`config.mk`:
```
export PLATFORM = sky130hd
export DESIGN_NAME = muldiv_control_unit
export DESIGN_NICKNAME = d
export VERILOG_FILES = /design/src/rtl/muldiv_control_unit.sv
export SDC_FILE = /design/constraint.sdc
export NUM_CORES = 1
export LEC_CHECK = 0
export CAP_MARGIN = 20
export CORE_ASPECT_RATIO = 1.5
export CORE_MARGIN = 3
export CORE_UTILIZATION = 38
export DETAILED_ROUTE_END_ITERATION = 12
export PLACE_DENSITY = 0.86
export SYNTH_ARGS = -nofsm -noshare
export SYNTH_HDL_FRONTEND = slang
export SYNTH_SLANG_ARGS = --single-unit
```
`constraint.sdc`:
```
create_clock -name clk -period 4.2 [get_ports clk]
set_input_delay 0.42 -clock clk [delete_from_list [all_inputs] [get_ports clk]]
set_output_delay 0.42 -clock clk [all_outputs]
set_load 0.005 [all_outputs]
```
`src/rtl/muldiv_control_unit.sv`:
```
// ============================================================================
//  Module      : muldiv_control_unit
//  Description : Hardwired Moore sequencer for instruction fetch followed by
//                mul/div execution (T0..T6). It drives the datapath control
//                inputs, which share their names with these outputs.
//                Optional feature macro: MULDIV_DIV_EN. When it is defined,
//                DIV_OPCODE is accepted as a legal instruction.
//  Revision    : 1.0 - initial release
// ============================================================================
`default_nettype none

module muldiv_control_unit #(
    parameter logic [4:0] MUL_OPCODE = 5'b01111,
    parameter logic [4:0] DIV_OPCODE = 5'b10000
) (
    input  logic        clk,
    input  logic        clear_n,
    input  logic        run,
    input  logic [31:0] IR_Data,
    output logic        PC_select,
    output logic        MAR_enable,
    output logic        PC_increment_enable,
    output logic        Z_enable,
    output logic        Z_LO_select,
    output logic        PC_enable,
    output logic        read,
    output logic        MDR_enable,
    output logic        MDR_select,
    output logic        IR_enable,
    output logic [15:0] reg_select,
    output logic        Y_enable,
    output logic [4:0]  alu_instruction,
    output logic        LO_enable,
    output logic        Z_HI_select,
    output logic        HI_enable,
    output logic        done,
    output logic        illegal_op
);

    typedef enum logic [2:0] {
        S_IDLE = 3'd0,
        S_T0   = 3'd1,
        S_T1   = 3'd2,
        S_T2   = 3'd3,
        S_T3   = 3'd4,
        S_T4   = 3'd5,
        S_T5   = 3'd6,
        S_T6   = 3'd7
    } state_t;

    state_t      state;
    logic [4:0]  op_q;
    logic [3:0]  rb_q;
    logic        op_supported;
    logic        drive;
    logic [15:0] one_hot_base;
    logic        unused_ir;

    // The low IR bits carry fields this sequencer never decodes
    assign unused_ir    = ^IR_Data[18:0];
    assign one_hot_base = 16'h0001;

    // Opcode legality check, used only while the FSM sits in T3
`ifdef MULDIV_DIV_EN
    assign op_supported = (IR_Data[31:27] == MUL_OPCODE) ||
                          (IR_Data[31:27] == DIV_OPCODE);
`else
    assign op_supported = (IR_Data[31:27] == MUL_OPCODE);
`endif

    // State sequencing and capture of the opcode and Rb fields on leaving T3
    always_ff @(posedge clk or negedge clear_n) begin
        if (!clear_n) begin
            state <= S_IDLE;
            op_q  <= 5'd0;
            rb_q  <= 4'd0;
        end else begin
            case (state)
                S_IDLE: if (run) state <= S_T0;
                S_T0:   if (run) state <= S_T1;
                S_T1:   if (run) state <= S_T2;
                S_T2:   if (run) state <= S_T3;
                S_T3: begin
                    if (run) begin
                        op_q  <= IR_Data[31:27];
                        rb_q  <= IR_Data[22:19];
                        state <= op_supported ? S_T4 : S_T0;
                    end
                end
                S_T4:   if (run) state <= S_T5;
                S_T5:   if (run) state <= S_T6;
                S_T6:   state <= run ? S_T0 : S_IDLE;
                default: state <= S_IDLE;
            endcase
        end
    end

    // T6 always completes in one clock. Every other step is silenced while
    // run is low, so no enable repeats across a stall.
    assign drive = run || (state == S_T6);

    // Moore decode of the current state into datapath control strobes
    always_comb begin
        PC_select           = 1'b0;
        MAR_enable          = 1'b0;
        PC_increment_enable = 1'b0;
        Z_enable            = 1'b0;
        Z_LO_select         = 1'b0;
        PC_enable           = 1'b0;
        read                = 1'b0;
        MDR_enable          = 1'b0;
        MDR_select          = 1'b0;
        IR_enable           = 1'b0;
        reg_select          = 16'h0000;
        Y_enable            = 1'b0;
        alu_instruction     = 5'd0;
        LO_enable           = 1'b0;
        Z_HI_select         = 1'b0;
        HI_enable           = 1'b0;
        done                = 1'b0;
        illegal_op          = 1'b0;
        if (drive) begin
            case (state)
                S_T0: begin
                    PC_select           = 1'b1;
                    MAR_enable          = 1'b1;
                    PC_increment_enable = 1'b1;
                    Z_enable            = 1'b1;
                end
                S_T1: begin
                    Z_LO_select = 1'b1;
                    PC_enable   = 1'b1;
                    read        = 1'b1;
                    MDR_enable  = 1'b1;
                end
                S_T2: begin
                    MDR_select = 1'b1;
                    IR_enable  = 1'b1;
                end
                S_T3: begin
                    reg_select = one_hot_base << IR_Data[26:23];
                    Y_enable   = 1'b1;
                    illegal_op = ~op_supported;
                end
                S_T4: begin
                    reg_select      = one_hot_base << rb_q;
                    Z_enable        = 1'b1;
                    alu_instruction = op_q;
                end
                S_T5: begin
                    Z_LO_select = 1'b1;
                    LO_enable   = 1'b1;
                end
                S_T6: begin
                    Z_HI_select = 1'b1;
                    HI_enable   = 1'b1;
                    done        = 1'b1;
                end
                default: begin
                end
            endcase
        end
    end

endmodule

`default_nettype wire

```
==> reports/results.ini, run 1 <==
[routing]
postRouteAntennaNets = 0
via_per_inst = 5.06
wl_um = 2640
drt-wirelength-per-cell_um = 12.9
vias = 1037
drtIter0Drc = 22
dr.pass1.iters = 4
drc = 0

[synth]
yosys.area_share.adder_pct = 7.19
synth_top_family_by_area = simple AND/OR/NAND/NOR gates
synth.distinct_cells = 27
synth-warning-count = 0
ys_seq_area_share_pct = 28.8
synth.mux.area_fraction_pct = 10.8
yosys.area_share.xor_xnor_pct = 0
synth_area_per_cell_um2 = 8.35
netlist_area_mm2 = 0.00104
syn-num-nets = 166
yosys_register_bits = 12
synth_simple_gate_area_share_pct = 29.7
syn_inst = 125
synth_compound_area_share_pct = 14.0

[worst_setup_path]
worst-path-max-fanout = 20
end_kind = output port
r2r.worst_path.cells = 5
worstSetupPathDepth = 7
max_stage_delay_ps = 520
critical_path.top_delay_family = simple AND/OR/NAND/NOR gates
r2r_start = state[0]$_DFFE_PN0P_
path_class = reg2out
crit_chain = inv_1, ha_1, nand2_1, nor3b_1, o21ai_0, nor2_1, clkdlybuf4s50_1
arrival_ps = 2760
critPathBufInv = 2
r2r_setup_slack_ps = 2460
start_kind = register
timing.rr.end = state[0]$_DFFE_PN0P_
required_ps = 3780
cp_slowest_cell = clkdlybuf4s50_1
startpoint = state[1]$_DFFE_PN0P_
crit_end = reg_select[1]

[clock_tree]
cts_setup_buffers = 0
cts_resized = 0
cts.hold.buffers_added = 0
clk_path_buf_depth = 2
htree_levels = 1
clkTransAtPathRegs_ps = 70
cts_inserted_buffers = 3
clock_latency_ps = 270
clock-root-buffer = clkbuf_4
cts.sink_count = 12
cts_tree = done

[timing]
finalCritPeriodShare_pct = 75.7
final-hold-violation-count = 0
worstMarginPinSlew_ps = 561
layout_min_cycle_time_ps = 3180
fin_worst_skew_ps = 1.42
maxSlewHeadroom_pct = 62.5
timing.fmax_mhz = 315
rsz0062_at_grt = false
setup-violations-final = 0
drv_slew = 0
setup_tns_ps = 0

[floorplanning]
rows = 22
core_area_mm2 = 0.00253
io_pins = 72
start_util_pct = 41.2
fp.dieH_um = 70.2
dieArea_mm2 = 0.00342
die_w_um = 48.8

[finish]
fin_util_pct = 61.8
syn_to_final_growth_pct = 50.0
n_antenna_cell = 0
layout_commonest_cell = clkdlybuf4s50_1
drive_gt1_share_pct = 9.47
fin_nets = 211
fin_area_mm2 = 0.00157
final_cell_mix = clkdlybuf4s50_1 (52), nor2_1 (20), dfrtp_1 (12)

[place]
dp_hpwl_um = 2200
placed_area_mm2 = 0.00153
port_buffers = 52
routabilityCongestion = 0.799

[grt]
grt_remaining_overflow = 0
antenna_found_initial = 0
grt_max_degree = 21
grt_pass1_wl_um = 4350
grt_pass1_vias = 1009
globalRouteTotalUtil_pct = 15.5

[power]
vdd_drop_max_v = 0.000307
power.density_mw_per_mm2 = 428
p_leak_nw = 0.640
finalPower_mw = 0.670

[run_status]
status = completed

[job]
maxCapViolCount = 0

[worst_hold_path]
min_path_type = in2async

==> cells by family after synthesis <==
kind of cell | Yosys count
AND/OR/NAND/NOR | 57
buffers and inverters | 17
multiplexers | 10
flip-flops | 12
AO/OA/AOI/OAI | 23
adder cells (fa/ha/maj) | 6
==> cells in the mapped netlist <==
cell type / count / share of area [%]
a211o_1: 2 / 1.7
a21o_1: 1 / 0.72
a21oi_1: 2 / 0.96
a31oi_1: 9 / 5.4
and2_1: 10 / 6.0
and2_2: 1 / 0.72
and2_4: 1 / 0.84
and3_1: 5 / 3.0
buf_2: 4 / 1.9
buf_4: 8 / 5.8
dfrtp_1: 12 / 29
ha_1: 6 / 7.2
inv_1: 5 / 1.8
mux2_2: 10 / 11
nand2_1: 2 / 0.72
nand3_1: 2 / 0.96
nand4_1: 1 / 0.60
nor2_1: 20 / 7.2
nor2b_1: 3 / 1.8
nor3_1: 4 / 1.9
nor3b_1: 6 / 4.3
o21a_1: 3 / 2.2
o21ai_0: 3 / 1.4
o21ai_1: 2 / 0.96
o31ai_1: 1 / 0.72
or2b_1: 1 / 0.72
or4b_1: 1 / 0.96
==> how the worst min path moves through the flow <==
stage                     cells after the start                  end
after global routing                          1  rb_q[2]$_DFFE_PN0P_
after detailed placement                      1  op_q[1]$_DFFE_PN0P_
after floorplan                               0  op_q[0]$_DFFE_PN0P_
after global placement                        1  op_q[3]$_DFFE_PN0P_
after CTS                                     1  op_q[0]$_DFFE_PN0P_
final                                         1  op_q[0]$_DFFE_PN0P_
==> routing by layer <==
| metal | share of wire [%] | routed length, um | track usage [%] | vias to the layer above |
|---|---|---|---|---|
| li1 | - | - | - | 517 |
| met3 | 7.7 | 202 | 2.77 | 2 |
| met5 | 0 | 0 | 0 | - |
| met2 | 53 | 1400 | 30.3 | 45 |
| met1 | 38 | 1010 | 15.8 | 473 |
| met4 | 0.65 | 17 | 6.01 | 0 |
==> state kept, by name, indices dropped and copies added (netlist names) <==
name / flops
state: 3
op_q: 5
rb_q: 4
==> cell type report <==
| cell class | count | area [um2] |
|---|---|---|
| Inverter | 5 | 18.8 |
| Timing Repair Buffer | 52 | 520 |
| Sequential cell | 12 | 300 |
| Multi-Input combinational cell | 96 | 644 |
| Clock buffer | 4 | 36.3 |
| Fill cell | 231 | 967 |
| Tap cell | 36 | 45.0 |
==> stage by stage <==
step,hold WS (ps),setup slack [ps],instances
final,489,1020,205
after global routing,522,776,205
after CTS,495,1050,205
after detailed placement,495,1360,201
after global placement,483,1440,201
after floorplan,124,2290,125
==> power breakdown <==
group / internal (mW) / switching [mW] / leakage, nW
logic: 0.203 / 0.156 / 0.469
clock network: 0.0527 / 0.0371 / 0.0210
registers: 0.166 / 0.0545 / 0.150
Power figures use the tool's default switching activity.
==> run 2, diff against run 1 <==
--- a/config.mk
+++ b/config.mk
@@ -8,9 +8,9 @@
 export CAP_MARGIN = 20
 export CORE_ASPECT_RATIO = 1.5
 export CORE_MARGIN = 3
-export CORE_UTILIZATION = 38
+export CORE_UTILIZATION = 32
 export DETAILED_ROUTE_END_ITERATION = 12
-export PLACE_DENSITY = 0.86
+export PLACE_DENSITY = 0.77
 export SYNTH_ARGS = -nofsm -noshare
 export SYNTH_HDL_FRONTEND = slang
 export SYNTH_SLANG_ARGS = --single-unit
==> constraint.sdc (replaced) <==
create_clock -name clk -period 2.72 [get_ports clk]
set_input_delay 0.272 -clock clk [delete_from_list [all_inputs] [get_ports clk]]
set_output_delay 0.272 -clock clk [all_outputs]
set_load 0.005 [all_outputs]
==> run 2 against run 1 <==
  * Clock-buffer cell count did not move
  * Cell area rose by 4.1%
  * Cell count is 2.9% higher
  * Sequential cell count stayed put
  * Worst hold slack got worse by 110 ps
  * Via count rose by 0.96%
  * Register-to-register slack worse by 1500 ps
  * Total power increased by 68%
  * Critical path depth unchanged
  * Sequential power grew 56%
  * Worst setup slack worse by 820 ps
  * Clock skew about the same
  * Highest routed layer unchanged
==> reports/results.ini, run 2 (synthesis gave the netlist of run 1 again) <==
[grt]
globalRouteTotalUtil_pct = 14.6
grt_pass1_wl_um = 4600
grt_pass1_vias = 1099
antenna_found_initial = 0
grt_max_degree = 17
grt_remaining_overflow = 0

[place]
routabilityCongestion = 0.810
dp_hpwl_um = 2170
port_buffers = 52
pre_cts_ws_ps = 344

[floorplanning]
fp.dieH_um = 75.9
die_w_um = 52.6
io_pins = 72
dieArea_mm2 = 0.00400
start_util_pct = 34.8
core_area_mm2 = 0.00300
rows = 24

[worst_setup_path]
critPathBufInv = 2
worst-path-max-fanout = 5
required_ps = 2450
critical_path.top_delay_family = buffers and inverters
arrival_ps = 2250
r2r_setup_slack_ps = 960
path_class = reg2out
r2r.worst_path.cells = 5
r2r_start = state[1]$_DFFE_PN0P_
max_stage_delay_ps = 500
startpoint = state[1]$_DFFE_PN0P_
end_kind = output port
start_kind = register
crit_chain = inv_1, ha_2, nand2_1, nor3b_1, o21ai_2, nor2_1, clkdlybuf4s50_1
timing.rr.end = state[0]$_DFFE_PN0P_
cp_slowest_cell = clkdlybuf4s50_1
worstSetupPathDepth = 7

[finish]
drive_gt1_share_pct = 13.4
n_antenna_cell = 0
final_cell_mix = clkdlybuf4s50_1 (52), nor2_1 (20), dfrtp_1 (12)
syn_to_final_growth_pct = 56.1
reg_top3 = op_q x5, rb_q x4, state x3
top_register = op_q
largest_register_ffs = 5
fin_nets = 214
n_fill_cell = 280
fin_util_pct = 54.3
layout_commonest_cell = clkdlybuf4s50_1

[timing]
final-hold-violation-count = 0
worstMarginPinSlew_ps = 507
drv_slew = 0
maxSlewHeadroom_pct = 66.1
setup-violations-final = 0
finalCritPeriodShare_pct = 92.8
setup_slack_ps = 197
fin_worst_skew_ps = 0.959
layout_min_cycle_time_ps = 2520
timing.fmax_mhz = 396

[clock_tree]
clkTransAtPathRegs_ps = 50
cts_tree = done
cts.sink_count = 12
clock-root-buffer = clkbuf_8
cts_inserted_buffers = 3
clock_latency_ps = 240
htree_levels = 1
clk_path_buf_depth = 2
cts.hold.buffers_added = 0

[routing]
postRouteAntennaNets = 0
drt-wirelength-per-cell_um = 12.9
drtIter0Drc = 25
vias = 1047
wl_um = 2720
via_per_inst = 4.96
dr.pass1.iters = 4
drc = 0

[power]
power.density_mw_per_mm2 = 691
vdd_drop_max_v = 0.000475
p_leak_nw = 0.663

[run_status]
status = completed

[job]
maxCapViolCount = 0

[worst_hold_path]
min_path_type = in2async

## run 2: cell types whose count changed in the layout (fill, tap and decap cells not counted), sizes merged
| cell | delta |
|---|---|
| buf | +3 |
## run 2: per-stage QoR
| stage | cells | power, mW | TNS (ps) | hold WS, ps | instance area, um2 |
|---|---|---|---|---|---|
| finish | 211 | 1.13 | 0 | 374 | 1630 |
| global route | 211 | 1.22 | -38.2 | 416 | 1630 |
| detailed placement | 207 | 0.925 | 0 | 489 | 1560 |
| floorplan | 125 | 0.713 | 0 | -23.6 | 1040 |
| CTS | 211 | 1.12 | 0 | 392 | 1610 |
| global placement | 207 | 0.902 | 0 | 481 | 1560 |
## run 2: worst max path at each step
stage	to
floorplan	reg_select[0]
global placement	reg_select[5]
detailed placement	reg_select[15]
CTS	reg_select[15]
global route	reg_select[5]
finish	reg_select[4]
## run 2: what timing repair did
action / 4_1_cts / 5_1_grt
hold endpoints to repair: 0 / 0
buffers inserted: 0 / 0
resized for setup: 0 / 5
setup endpoints to repair: 0 / 14
## run 2: layout make-up
| cell class | instances | area (um2) | share of cell area, % |
|---|---|---|---|
| sequential | 12 | 300 | 18.4 |
| inverter | 5 | 18.8 | 1.15 |
| multi-input combinational | 96 | 659 | 40.5 |
| tap | 39 | 48.8 | 3.00 |
| clock buffer | 4 | 55.1 | 3.38 |
| timing repair buffer | 55 | 547 | 33.6 |
## run 2: layer usage
metal,global-route usage (%),wire length (um),up-vias
met5,0,0,-
met1,16.3,1070,472
met2,24.6,1410,45
met4,8.70,65,0
met3,2.35,165,6
li1,-,-,524
## run 2: power breakdown
part           internal [mW]  total, mW  switching [mW]
Clock                  0.128      0.190          0.0621
Combinational          0.336      0.592           0.256
Sequential             0.258      0.344          0.0860
Total                  0.721       1.13           0.404
==> RTL edit (settings of run 1) <==
The option `MULDIV_DIV_EN` is turned on by a define.
--- a/src/rtl/muldiv_control_unit.sv
+++ b/src/rtl/muldiv_control_unit.sv
@@ -8,6 +8,8 @@
 //  Revision    : 1.0 - initial release
 // ============================================================================
 `default_nettype none
+
+`define MULDIV_DIV_EN
 
 module muldiv_control_unit #(
     parameter logic [4:0] MUL_OPCODE = 5'b01111,
Function: changed (Yosys sat finds a counterexample within 10 cycles, from zero or initial values).
==> RTL edit against run 1 <==
  * Sequential cell count is the same
  * Largest cell class unchanged
  * Count of clock-buffer cells in the layout did not move
  * Area after synthesis is 11% lower
  * Design area decreased by 8.6%
  * Sequential power up 9.0%
  * Hold slack lost 0.0045 ns
  * Register-to-register slack better by 0.08 ns
  * Final cell count decreased by 21%
  * Total power decreased by 9.7%
  * Worst setup slack improved by 0.36 ns
  * Largest power group unchanged
  * Non-clock buffer count unchanged
  * Critical path depth fell by 2
  * Wire length is 13% lower
==> RTL edit: results (changes against run 1) <==
.. list-table::
   :header-rows: 1

   * - Metric
     - Value
   * - Outcome
     - finished, final reports clean (unchanged)
   * - Wire length of the first global-routing pass
     - 3770 microns (was 4350 microns)
   * - Share of post-route cells with drive strength above 1
     - 13.7% (was 9.47%)
   * - Fraction of the yosys area taken by sequential cells
     - 32.4% (was 28.8%)
   * - Gr usage total
     - 16.4% (was 15.5%)
   * - Pint
     - 395 uW (was 422 uW)
   * - Via density per instance
     - 5.46 (was 5.06)
   * - Cell types occupying the most area after synthesis
     - sky130_fd_sc_hd__dfrtp_1 (32%), sky130_fd_sc_hd__mux2_2 (12%), sky130_fd_sc_hd__buf_4 (5.7%) (was sky130_fd_sc_hd__dfrtp_1 (29%), sky130_fd_sc_hd__mux2_2 (11%), sky130_fd_sc_hd__ha_1 (7.2%))
   * - Final Non-Filler Cells
     - 162 (was 205)
   * - Detailed placer's ending HPWL
     - 1910 microns (was 2200 microns)
   * - CP arrival
     - 2.40 ns (was 2.76 ns)
   * - Combinational gate power
     - 275 uW (was 360 uW)
   * - Leakage power summed over all cells
     - 0.000589 uW (was 0.000640 uW)
   * - Number of fill cells in the layout
     - 198 (was 231)
   * - Post-synth cell types
     - 30 (was 27)
   * - Max-slew headroom at the worst pin
     - 59.3% (was 62.5%)
   * - DRC marker count from the first detailed-route iteration
     - 13 (was 22)
   * - Post-Synthesis Cells
     - 94 (was 125)
   * - Maximum fanout encountered on the critical timing path
     - 7 (was 20)
   * - Worst hold slack
     - 0.484 ns (was 0.489 ns)
   * - Gpl congestion
     - 0.740 (was 0.799)
   * - Register-to-register path setup slack
     - 2.54 ns (was 2.46 ns)
   * - Cell Area, Placed
     - 0.00139 sq mm (was 0.00153 sq mm)
   * - Worst-case clock skew
     - 0.00431 ns (was 0.00142 ns)
   * - Number of global-route vias before repair
     - 903 (was 1009)
   * - DP Worst Slack
     - 1.40 ns (was 1.36 ns)
   * - Portion of the clock cycle consumed by the worst path in the final layout
     - 67.2% (was 75.7%)
   * - Power in the clock group
     - 89.2 uW (was 89.8 uW)
   * - Fraction of the mapped netlist area in compound gates
     - 6.75% (was 14.0%)
## RTL edit: cell types whose count changed after synthesis, moves of 6 or more
cell                      change
sky130_fd_sc_hd__a31oi_1      -9
sky130_fd_sc_hd__nor4_1       +8
sky130_fd_sc_hd__ha_1         -6
sky130_fd_sc_hd__nor2_1      -18
sky130_fd_sc_hd__nor3_1       +6
## RTL edit: cell type report
type / instances / area [sq um] / share of cell area [%]
repair buffers: 52 / 520 / 36.4
clock buffers: 4 / 36.3 / 2.54
flip-flops and latches: 12 / 300 / 21.0
well taps: 23 / 28.8 / 2.01
inverters: 1 / 3.75 / 0.262
multi-input cells: 70 / 541 / 37.8
## RTL edit: critical path, stage by stage
cell and delay, ns:
sky130_fd_sc_hd__clkdlybuf4s50_1 0.60, sky130_fd_sc_hd__nand2_1 0.15, sky130_fd_sc_hd__nor3b_1 0.52, sky130_fd_sc_hd__and2_1 0.22, sky130_fd_sc_hd__clkdlybuf4s50_1 0.50
## RTL edit: path summary, 6_finish.rpt
| kind | startpoint | endpoint | cells after the start |
|---|---|---|---|
| hold reg to reg | op_q[3]$_DFFE_PN0P_ | op_q[3]$_DFFE_PN0P_ | 1 |
| max in group asynchronous | clear_n | rb_q[0]$_DFFE_PN0P_ | 1 |
| hold / removal | clear_n | state[2]$_DFFE_PN0P_ | 1 |
| setup reg to reg | state[2]$_DFFE_PN0P_ | op_q[1]$_DFFE_PN0P_ | 3 |
| setup / recovery | run | alu_instruction[3] | 5 |
| min in group clk | op_q[3]$_DFFE_PN0P_ | op_q[3]$_DFFE_PN0P_ | 1 |
## RTL edit: metal layers
layer  share of wire [%]  vias up  routed length (microns)  track usage, %
met5                   0        -                        0               0
met4                 1.7        0                       38            7.47
met3                 7.8        4                      178            2.97
met2                  57       40                     1300            30.9
met1                  34      411                      767            16.2
li1                    -      430                        -               -
